File: config.mk
export PLATFORM = sky130hd
export DESIGN_NAME = gearbox_serializer
export DESIGN_NICKNAME = d
export VERILOG_FILES = /design/src/rtl/gearbox_serializer.sv
export SDC_FILE = /design/constraint.sdc
export NUM_CORES = 1
export LEC_CHECK = 0
export CELL_PAD_IN_SITES_DETAIL_PLACEMENT = 2
export CELL_PAD_IN_SITES_GLOBAL_PLACEMENT = 2
export CORE_MARGIN = 5
export CORE_UTILIZATION = 37
export CTS_BUF_LIST = sky130_fd_sc_hd__clkbuf_16
export DETAILED_ROUTE_END_ITERATION = 7
export GPL_TIMING_DRIVEN = 0
export HOLD_SLACK_MARGIN = 0.08
export PLACE_DENSITY = 0.91
export SKIP_LAST_GASP = 1
export SLEW_MARGIN = 20
export SYNTH_ARGS = -nofsm -noshare
export SYNTH_HDL_FRONTEND = slang
export SYNTH_SLANG_ARGS = --single-unit
export TNS_END_PERCENT = 1
File: constraint.sdc
create_clock -name clk -period 2.8 [get_ports clk]
set_clock_uncertainty 0.2 [all_clocks]
set_input_delay 0.56 -clock clk [delete_from_list [all_inputs] [get_ports clk]]
set_output_delay 0.56 -clock clk [all_outputs]
set_load 0.005 [all_outputs]
File: src/rtl/gearbox_serializer.sv
// gearbox_serializer: width-down serializer that splits IN_WIDTH-bit words into
// RATIO = IN_WIDTH/OUT_WIDTH slices of OUT_WIDTH bits, MSB-first or LSB-first.
// A current-word shift register plus a one-word prefetch register keep in_ready
// registered while sustaining one slice per clock across word boundaries.
// Optional feature macro: GEARBOX_NSLICES_EN adds in_nslices, a per-word slice
// count (0 or values above RATIO mean RATIO).
module gearbox_serializer #(
    parameter int  IN_WIDTH  = 64,
    parameter int  OUT_WIDTH = 8,
    parameter int  MSB_FIRST = 1,
    localparam int RATIO     = IN_WIDTH / OUT_WIDTH,
    localparam int CW        = $clog2(RATIO + 1)
) (
    input  logic                 clk,
    input  logic                 rst_n,
    input  logic                 in_valid,
    output logic                 in_ready,
    input  logic [IN_WIDTH-1:0]  in_data,
    input  logic                 in_last,
`ifdef GEARBOX_NSLICES_EN
    input  logic [CW-1:0]        in_nslices,
`endif
    output logic                 out_valid,
    input  logic                 out_ready,
    output logic [OUT_WIDTH-1:0] out_data,
    output logic                 out_last
);

    localparam logic [CW-1:0] RATIO_M1 = CW'(RATIO - 1);
    localparam logic [CW-1:0] ONE_CW   = CW'(1);
    localparam logic [CW-1:0] ZERO_CW  = CW'(0);

    // Reject ratios the slicing logic cannot represent.
    if ((RATIO < 2) || ((IN_WIDTH % OUT_WIDTH) != 0)) begin : g_bad_ratio
        $error("gearbox_serializer: IN_WIDTH must be an integer multiple (>=2) of OUT_WIDTH");
    end

`ifdef GEARBOX_NSLICES_EN
    localparam logic [CW-1:0] RATIO_CW = CW'(RATIO);

    // Map a requested slice count to the index of the word's final slice.
    function automatic logic [CW-1:0] nslices_to_last_idx(input logic [CW-1:0] n);
        logic [CW-1:0] r;
        if ((n == ZERO_CW) || (n > RATIO_CW)) begin
            r = RATIO_M1;
        end else begin
            r = n - ONE_CW;
        end
        return r;
    endfunction
`endif

    // Current word being sliced
    logic [IN_WIDTH-1:0] cur_q, cur_d;
    logic [CW-1:0]       cnt_q, cnt_d;
    logic [CW-1:0]       cur_nm1_q, cur_nm1_d;
    logic                cur_valid_q, cur_valid_d;
    logic                cur_last_q, cur_last_d;
    // Prefetched next word
    logic [IN_WIDTH-1:0] nxt_q, nxt_d;
    logic [CW-1:0]       nxt_nm1_q, nxt_nm1_d;
    logic                nxt_valid_q, nxt_valid_d;
    logic                nxt_last_q, nxt_last_d;
    // Registered handshake outputs
    logic                in_ready_q, in_ready_d;
    logic                out_last_q, out_last_d;

    logic                in_fire_s;
    logic                out_fire_s;
    logic                last_slice_s;
    logic                to_cur_s;
    logic [CW-1:0]       in_nm1_s;
    logic [IN_WIDTH-1:0] shift_s;

`ifdef GEARBOX_NSLICES_EN
    assign in_nm1_s = nslices_to_last_idx(in_nslices);
`else
    assign in_nm1_s = RATIO_M1;
`endif

    if (MSB_FIRST != 0) begin : g_msb
        assign shift_s  = cur_q << OUT_WIDTH;
        assign out_data = cur_q[IN_WIDTH-1 -: OUT_WIDTH];
    end else begin : g_lsb
        assign shift_s  = cur_q >> OUT_WIDTH;
        assign out_data = cur_q[OUT_WIDTH-1:0];
    end

    assign out_valid = cur_valid_q;
    assign out_last  = out_last_q;
    assign in_ready  = in_ready_q;

    // Next-state logic: slice advance, word retire/reload, and input steering.
    always_comb begin
        in_fire_s    = in_valid && in_ready_q;
        out_fire_s   = cur_valid_q && out_ready;
        last_slice_s = (cnt_q == cur_nm1_q);
        to_cur_s     = 1'b0;

        cur_d       = cur_q;
        cnt_d       = cnt_q;
        cur_nm1_d   = cur_nm1_q;
        cur_valid_d = cur_valid_q;
        cur_last_d  = cur_last_q;
        nxt_d       = nxt_q;
        nxt_nm1_d   = nxt_nm1_q;
        nxt_valid_d = nxt_valid_q;
        nxt_last_d  = nxt_last_q;

        if (out_fire_s && !last_slice_s) begin
            cur_d = shift_s;
            cnt_d = cnt_q + ONE_CW;
        end else if (out_fire_s) begin
            // Final slice retires; reload from prefetch first, then the bypass input.
            cnt_d = ZERO_CW;
            if (nxt_valid_q) begin
                cur_d       = nxt_q;
                cur_nm1_d   = nxt_nm1_q;
                cur_last_d  = nxt_last_q;
                nxt_valid_d = 1'b0;
                nxt_last_d  = 1'b0;
            end else if (in_fire_s) begin
                cur_d      = in_data;
                cur_nm1_d  = in_nm1_s;
                cur_last_d = in_last;
                to_cur_s   = 1'b1;
            end else begin
                cur_valid_d = 1'b0;
                cur_last_d  = 1'b0;
            end
        end else begin
            cnt_d = cnt_q;
        end

        if (in_fire_s && !cur_valid_q) begin
            // Idle: the word goes straight into the shift register.
            cur_d       = in_data;
            cur_nm1_d   = in_nm1_s;
            cur_last_d  = in_last;
            cur_valid_d = 1'b1;
            cnt_d       = ZERO_CW;
        end else if (in_fire_s && !to_cur_s) begin
            nxt_d       = in_data;
            nxt_nm1_d   = in_nm1_s;
            nxt_last_d  = in_last;
            nxt_valid_d = 1'b1;
        end else begin
            nxt_valid_d = nxt_valid_d;
        end

        in_ready_d = !nxt_valid_d;
        out_last_d = cur_valid_d && cur_last_d && (cnt_d == cur_nm1_d);
    end

    // State registers; reset drops any buffered words immediately.
    always_ff @(posedge clk or negedge rst_n) begin
        if (!rst_n) begin
            cur_q       <= {IN_WIDTH{1'b0}};
            cnt_q       <= ZERO_CW;
            cur_nm1_q   <= RATIO_M1;
            cur_valid_q <= 1'b0;
            cur_last_q  <= 1'b0;
            nxt_q       <= {IN_WIDTH{1'b0}};
            nxt_nm1_q   <= RATIO_M1;
            nxt_valid_q <= 1'b0;
            nxt_last_q  <= 1'b0;
            in_ready_q  <= 1'b1;
            out_last_q  <= 1'b0;
        end else begin
            cur_q       <= cur_d;
            cnt_q       <= cnt_d;
            cur_nm1_q   <= cur_nm1_d;
            cur_valid_q <= cur_valid_d;
            cur_last_q  <= cur_last_d;
            nxt_q       <= nxt_d;
            nxt_nm1_q   <= nxt_nm1_d;
            nxt_valid_q <= nxt_valid_d;
            nxt_last_q  <= nxt_last_d;
            in_ready_q  <= in_ready_d;
            out_last_q  <= out_last_d;
        end
    end

endmodule

==> impl_summary.md, run 1 <==
Outcome
The run finished with clean final reports.

STA
Derived from the worst setup path, the maximum achievable clock frequency is 363.1 MHz. The number of max-slew violations in the final report is 0. The number of endpoints with negative hold slack in the final report came to 0.

The total setup violations reported at the end of the flow is 0. The fraction of the cycle the final worst path needs is 0.9837. The sum of negative setup slack is 0 ps. Setup repair after global routing could not meet its margin everywhere.

The worst path in the final design needs a cycle of 2754 ps, including I/O delays and setup. The worst pin sits at a relative slew slack of 0.5668. At the pin with the least slew margin, the transition time is between 600 and 700 ps.

Synthesis
The count of unique library cells instantiated by Yosys is 44. Counting every net in the synthesized netlist gives a little over 700. The Yosys step of the flow raised 0 warnings. The number of flops mapped to enable cells by yosys is 0. The cell area that synthesis handed to floorplanning was just under 0.007 mm2. The share of async-settable or async-resettable flops after synthesis is 1.000. Dividing the synthesized area by the synthesized cell count gives ~11 um2. Counting flops and latches in the post-synthesis netlist gives 142. The most used flip-flop cell after synthesis is sky130_fd_sc_hd__dfrtp_1.

The share of the Yosys chip area taken by registers is 0.5255. The cell count after synthesis is roughly 640.

Placement
The weighted congestion reported at the end of routability-driven placement is approximately 0.83. Port buffering added just under 80 buffers. Once placement completed, the tool counted placed cells totaling 946.

The placed wire-length estimate after detailed placement is around 15 mm.

Power
The total design power is 9.897 mW. Power spread over the standard cell area amounts to approximately 1200 mW/mm2. VDD sags by at most between 0.5 and 0.6 mV.

The analysis attributes to cell leakage a power of between 3 and 4 nW.

CTS
After clock tree synthesis, the clock-pin slew on the worst setup and hold paths is 60 ps. The clock latency of the later-clocked register in the worst-skew pair is 430 ps. The clock tree synthesis step divided the H-tree into 4 levels. Buffers inserted during clock tree synthesis total 17.

For this design, the sink count on the clock tree is 142. The longest clock path from root to sink contains 2 buffers. The TritonCTS clock tree is yes. The tree is rooted in a sky130_fd_sc_hd__clkbuf_16.

Worst setup path
For this design, the slowest cell found on the critical path is sky130_fd_sc_hd__clkdlybuf4s50_1. The critical path contains buffers and inverters numbering 3 combined. Traced cell by cell, the critical path runs through clkdlybuf4s50_1, and2_2, o41a_1, buf_6, buf_4, mux2i_1, nor2_1, a21oi_1, o21ai_0. The worst setup path is launched from an input port. For the worst setup path, the data arrival time is about 2900 ps.

The largest single stage delay on the critical path is approximately 590 ps. The cell type group with the largest total delay on the critical path is buffers and inverters. At the worst endpoint, the required time is ~2900 ps. The worst setup path is captured at a register. The setup slack of the worst register-to-register path is ~90 ps. Along the worst path, the maximum fanout reaches 10. The critical path is of the in2reg type.

GRT
The first global-routing pass estimated 36.24 mm of wire. The pin count of the biggest net entering global routing is 86. The via count of the first global-routing pass is approximately 6.5k. The number of antenna violations at the first check in global routing is 0.

The total global routing track utilization is 0.2168. Global routing finished with a remaining overflow of 0.

Floorplan
The area of the die is 0.02111 mm2. The initial utilization of the core area, before any placement, comes to 0.3770. The die is between 100 and 150 um wide. The number of placed I/O pins is 80. The placeable core region is 0.01796 mm2.

The die height is 145.3 um. The number of cell rows is 49.

Cells and area
From synthesis to final layout, the design area changed by 26.39%. Of the cells placed in the final design, the portion with a size suffix greater than 1 is 0.2072. The number of nets in the finished design is 810. The repair_antennas step left the layout with diodes totalling 0.

The most common library cell in the layout ignoring fill and taps is sky130_fd_sc_hd__dfrtp_1. For this run, the share of the core covered by cells in the final layout is 0.4764. The library cells used most frequently in the layout, excluding fill and tap cells, are sky130_fd_sc_hd__dfrtp_1, sky130_fd_sc_hd__clkdlybuf4s50_1, sky130_fd_sc_hd__nand2_1.

After the flow finishes, the layout carries non-filler instances totaling approximately 1000.

Route
The post-detailed-route DRC marker count is 0. In the final routing, the length of wire on met1 measures approximately 9.4 mm. After detailed routing, no signal wire sits above met4.

The detail route stage leaves a number of antenna-violating nets equal to 0. The detailed router finished its first iteration with about 230 violations. The final routed wirelength across all metal layers is roughly 23 mm.

The routed layout has ~5.4k vias. The first TritonRoute pass finished after 4 iterations. In the routed layout, each cell is associated on average with a via count of roughly 5.5.

After detailed routing, the met2 layer carries around 12 mm of wire. Dividing the detail-routed wire length by the instance count gives approximately 23 um. The met3 wire length is slightly above 600 um.

Run
The max-cap check violation count is 0.

Worst hold path
The worst hold path class is reg2reg.
## final timing paths
check,start,end,depth (start not counted)
max,out_ready,cur_q[52],9
min reg2reg,cur_q[56],cur_q[56],2
min in group asynchronous,rst_n,nxt_q[14],2
max reg2reg,cnt_q[1],cur_q[0],6
max in group asynchronous,rst_n,cur_nm1_q[1],3
min,cur_q[56],cur_q[56],2
## cell families (layout without fill, tap and decap cells)
| kind of cell | count (synthesis) | count (layout) | share of synthesized area |
|---|---|---|---|
| muxes | 120 | 120 | 0.1892 |
| and+or+nand+nor | 158 | 158 | 0.1005 |
| xor gates and xnor gates | 5 | 5 | 0.006467 |
| AOI/OAI and AO/OA | 155 | 155 | 0.1269 |
| buffers and inverters | 56 | 172 | 0.04952 |
| DFF | 142 | 142 | 0.5255 |
| adders and majority gates | 1 | 1 | 0.001847 |
## flip-flops by register name, summed over array words and instances (netlist names), 4 cells and up
| register | count |
|---|---|
| cur_q | 64 |
| nxt_q | 64 |
| cur_nm1_q | 4 |
| cnt_q | 4 |
## cell usage after synthesis, drive strengths merged, types with 2 or more instances
cell      n  area [um2]
dfrtp   138        3453
nand2    75       286.5
o21ai    68       344.1
a21oi    64       324.1
mux2     64       720.7
nor2     61       245.2
mux2i    56       560.5
buf      38       262.8
clkbuf   13       53.80
a22oi    10       75.07
inv       5       18.77
xor2      5       43.79
dfstp     4       105.1
nand3     4       20.02
o31ai     4       40.03
nand3b    3       22.52
nor2b     3       18.77
or2       3       18.77
nor4      2       25.02
o211ai    2       15.01
or3       2       12.51
## tightest hold or removal path: stages, from the launching register on
cell,delay [ps]
sky130_fd_sc_hd__dfrtp_1,350
sky130_fd_sc_hd__nand2_1,50
sky130_fd_sc_hd__o21ai_0,60
## per-stage QoR
step | hold slack, ps | setup WS [ps] | instance area [um2]
floorplan | 64.41 | 456.5 | 6771
global placement | 265.7 | -4693 | 7849
detailed placement | 276.2 | -679.3 | 7881
CTS | 296.6 | -80.07 | 8479
global route | 322.5 | -58.57 | 8558
finish | 288.1 | 45.55 | 8558
## area by class of cell
type / count / area [um2]
plain buffers: 51 / 369.1
clock buffers: 17 / 425.4
clock inverters: 15 / 128.9
fillers: 1773 / 9405
inverters: 5 / 18.77
multi-input cells: 439 / 2913
flip-flops and latches: 142 / 3561
well taps: 229 / 286.5
repair buffers: 84 / 855.8
## where the power goes
group	internal [mW]	switching [mW]
Combinational	1.78	2.21
Sequential	3.06	0.667
Clock	1.29	0.904
Total	6.12	3.78
## what timing repair did
item,4_1_cts,5_1_grt
hold buffers,1,0
buffers inserted,0,3
setup endpoints to repair,60,120
gates cloned,0,0
gates resized for setup,14,22
hold endpoints to repair,57,0
## layer usage
layer | vias up | global-route usage
li1 | 2408 | -
met1 | 2846 | 0.2513
met2 | 113 | 0.4004
met3 | 47 | 0.04085
met4 | 0 | 0.07229
met5 | - | 0
(Power assumes the default switching activity.)
==> inputs of run 2 (changes only) <==
--- a/config.mk
+++ b/config.mk
@@ -11,6 +11,7 @@
 export CORE_UTILIZATION = 37
 export CTS_BUF_LIST = sky130_fd_sc_hd__clkbuf_16
 export DETAILED_ROUTE_END_ITERATION = 7
+export GPL_ROUTABILITY_DRIVEN = 1
 export GPL_TIMING_DRIVEN = 0
 export HOLD_SLACK_MARGIN = 0.08
 export PLACE_DENSITY = 0.91
==> constraint.sdc (replaced) <==
create_clock -name clk -period 2.6 [get_ports clk]
set_clock_uncertainty 0.2 [all_clocks]
set_input_delay 0.52 -clock clk [delete_from_list [all_inputs] [get_ports clk]]
set_output_delay 0.52 -clock clk [all_outputs]
set_load 0.005 [all_outputs]
==> run 2 against run 1 <==
Clock power up 9%; critical path depth up 1; the run now ends with negative setup slack left; global-route usage up 1.0 points; sequential power up 9.4%.
==> impl_summary.md, run 2 (synthesis gave the netlist of run 1 again) <==
Outcome
The run finished, with violations left. The final reports fail on negative setup slack.

STA
The fraction of the cycle the final worst path needs is 1.010. The transition time at the pin with the least slew margin is between 500 and 600 ps. Adding up every negative setup slack in the final design gives -77.81 ps. The clock period minus worst slack is between 2000 and 3000 ps. Setup repair after global routing could not meet its margin everywhere. The final worst setup slack is -24.83 ps. The number of max-slew violations in the final report is 0. The number of endpoints with negative hold slack in the final report is 0. Setup violations remaining at the end of the flow were counted as 8.

The normalized max-slew margin is 0.6100. Based on the critical path, the design can be clocked at up to about 380 MHz.

Route
The initial detailed-routing violation count is a little under 300. The average routed wire per standard cell is about 24 um. The routed layout has around 5.6k vias. The detailed-routing iteration count for the pre-antenna-repair pass is 5.

The number of routed nets with antenna violations is 0. Wires add up to 24.35 mm. The detailed-route vias per instance is approximately 5.6. The post-detailed-route DRC marker count is 0.

Worst setup path
The startpoint type of the worst setup path is a register. The endpoint identified for the worst register-to-register timing path is cur_q[54]. The most numerous cell type found on the critical path is sky130_fd_sc_hd__buf_12. The required time of the critical path is 2730 ps. Along the worst path, the maximum fanout reaches 10. The launching point of the worst reg2reg path is cnt_q[1].

The critical path capture point type is a register. The critical path goes through xor2_4, or4_4, buf_8, o21ai_2, a22o_4, buf_6, buf_12, buf_12, nand2_1, o21ai_0. The setup slack of the worst register-to-register path is -20 ps. The critical setup path kind is reg2reg. The depth of the worst register-to-register path is 10. Data arrives at the worst endpoint at around 2800 ps. The largest stage delay on the critical path is approximately 550 ps.

The largest individual stage delay along the critical path comes from the cell sky130_fd_sc_hd__or4_4.

Power
The static power due to leakage is between 3 and 4 nW. The peak ir drop on the vdd network is slightly above 0.6 mV. Power spread over the standard cell area amounts to 1261 mW/mm2.

Cells and area
The largest registers in the layout are cur_q: 64 flops, nxt_q: 64 flops. The area growth from synthesis to layout is 30.71%. The number of nets in the finished design is between 800 and 900. The fraction of the core area covered by cells at the end of the flow is 0.4927. The most common library cell in the layout ignoring fill and taps is sky130_fd_sc_hd__dfrtp_1. The finished cells cover between 0.008 and 0.009 mm2. The number of antenna diodes in the final layout is 0. The ratio of cells with drive above 1 in the final layout is 0.2415. In the layout the commonest cells are sky130_fd_sc_hd__dfrtp_1, sky130_fd_sc_hd__clkdlybuf4s50_1, sky130_fd_sc_hd__nand2_1. The number of filler instances in the final layout is between 1.5k and 2k.

CTS
The maximum number of buffers from clock root to sink is 2. Counting every sink on the clock net gives 142. The root buffer cell chosen for the clock tree is sky130_fd_sc_hd__clkbuf_16. The clock tree synthesis step divided the H-tree into 4 levels. TritonCTS created 17 clock buffers. Clock-pin slew was measured on the worst setup and hold paths at about 70 ps. TritonCTS built the clock tree.

The clock latency of the later-clocked register in the worst-skew pair is 430 ps.

GRT
Across every metal layer, demand over resource in global routing totals 0.2269. For met2 alone, demand over resource in global routing was 0.4170. The pin count of the biggest net entering global routing is 86. The number of antenna violations at the first check in global routing is 0. The global routing usage on met3 is 0.03991. The busiest layer in global routing is met2. The global-route wire length before repair is about 38 mm.

The via count of the first global-routing pass was ~6.6k. The remaining global-route overflow is 0. The met1 track utilization from global routing is 0.2671.

Floorplan
The number of cell rows is 49. The floorplan step set the die width to 145.3 um. For this design the top-level I/O count stands at 80. The die is 145.3 um tall. For this configuration, the core starts out at a cell density of 0.3770. In this run the standard cell core region covers about 0.018 mm2. The area of the die is around 0.021 mm2.

Placement
The placed instance area is ~0.0079 mm2. Summed over all nets, the half-perimeter wirelength after detailed placement is approximately 15 mm. The weighted congestion reported at the end of routability-driven placement is ~0.83.

Port buffering added between 70 and 80 buffers.

Worst hold path
The capture endpoint of the worst hold path is cur_q[56]. The min-delay analysis places its worst path in the category reg2reg. The count of cells along the worst hold path is 2.

In this run the most critical hold path is launched from cur_q[56].

Run
Across the run, the number of max-cap violations was 0.
## run 2: routing by layer
metal,routed length [um],vias up,share of wire
met5,0,-,0
li1,-,2443,-
met1,10010,2948,0.41
met2,13150,132,0.54
met3,635,39,0.026
met4,546,0,0.022
## run 2: how the worst max path moves through the flow
stage / startpoint / end
floorplan: cur_nm1_q[1] / nxt_q[36]
global placement: rst_n / nxt_q[49]
detailed placement: out_ready / cur_q[35]
CTS: cur_nm1_q[1] / cur_q[35]
global route: cnt_q[1] / cur_q[54]
finish: cnt_q[1] / cur_q[54]
## run 2: area by class of cell
type,instances,area (um2),share of cell area
tap,229,286.5,0.03237
inverter,5,18.77,0.002120
clock buffer,17,425.4,0.04806
multi-input combinational,439,3014,0.3405
sequential,142,3562,0.4025
timing repair buffer,98,963.4,0.1088
buffer,50,451.7,0.05103
clock inverter,15,128.9,0.01456
## run 2: power by group
group,switching [mW],leakage [nW],internal (mW)
clock,0.995,0.262,1.38
combinational,2.56,1.90,2.14
sequential,0.782,1.72,3.29
## run 2: worst max-delay path: cells and delay by family (launching register included)
family	cells	cell delay [ps]
AOI/OAI and AO/OA	3	410
DFF	1	480
buffers and inverters	4	580
xor gates and xnor gates	1	230
and+or+nand+nor	2	630
## run 2: what timing repair did
item	CTS	global route
buffers inserted	4	12
gates cloned	1	0
hold endpoints to repair	57	0
hold buffers	1	0
endpoints found under the setup margin	122	122
pin swaps	2	3
resized for setup	50	42
## run 2: through the flow
stage	power (mW)	instances	worst slack (ps)	hold slack, ps
global route	11.78	995	-81.89	322.5
floorplan	6.526	637	256.5	24.41
finish	11.16	995	-24.83	287.0
detailed placement	8.067	946	-839.3	276.2
CTS	10.79	984	-33.74	295.7
global placement	7.557	945	-4853	265.7
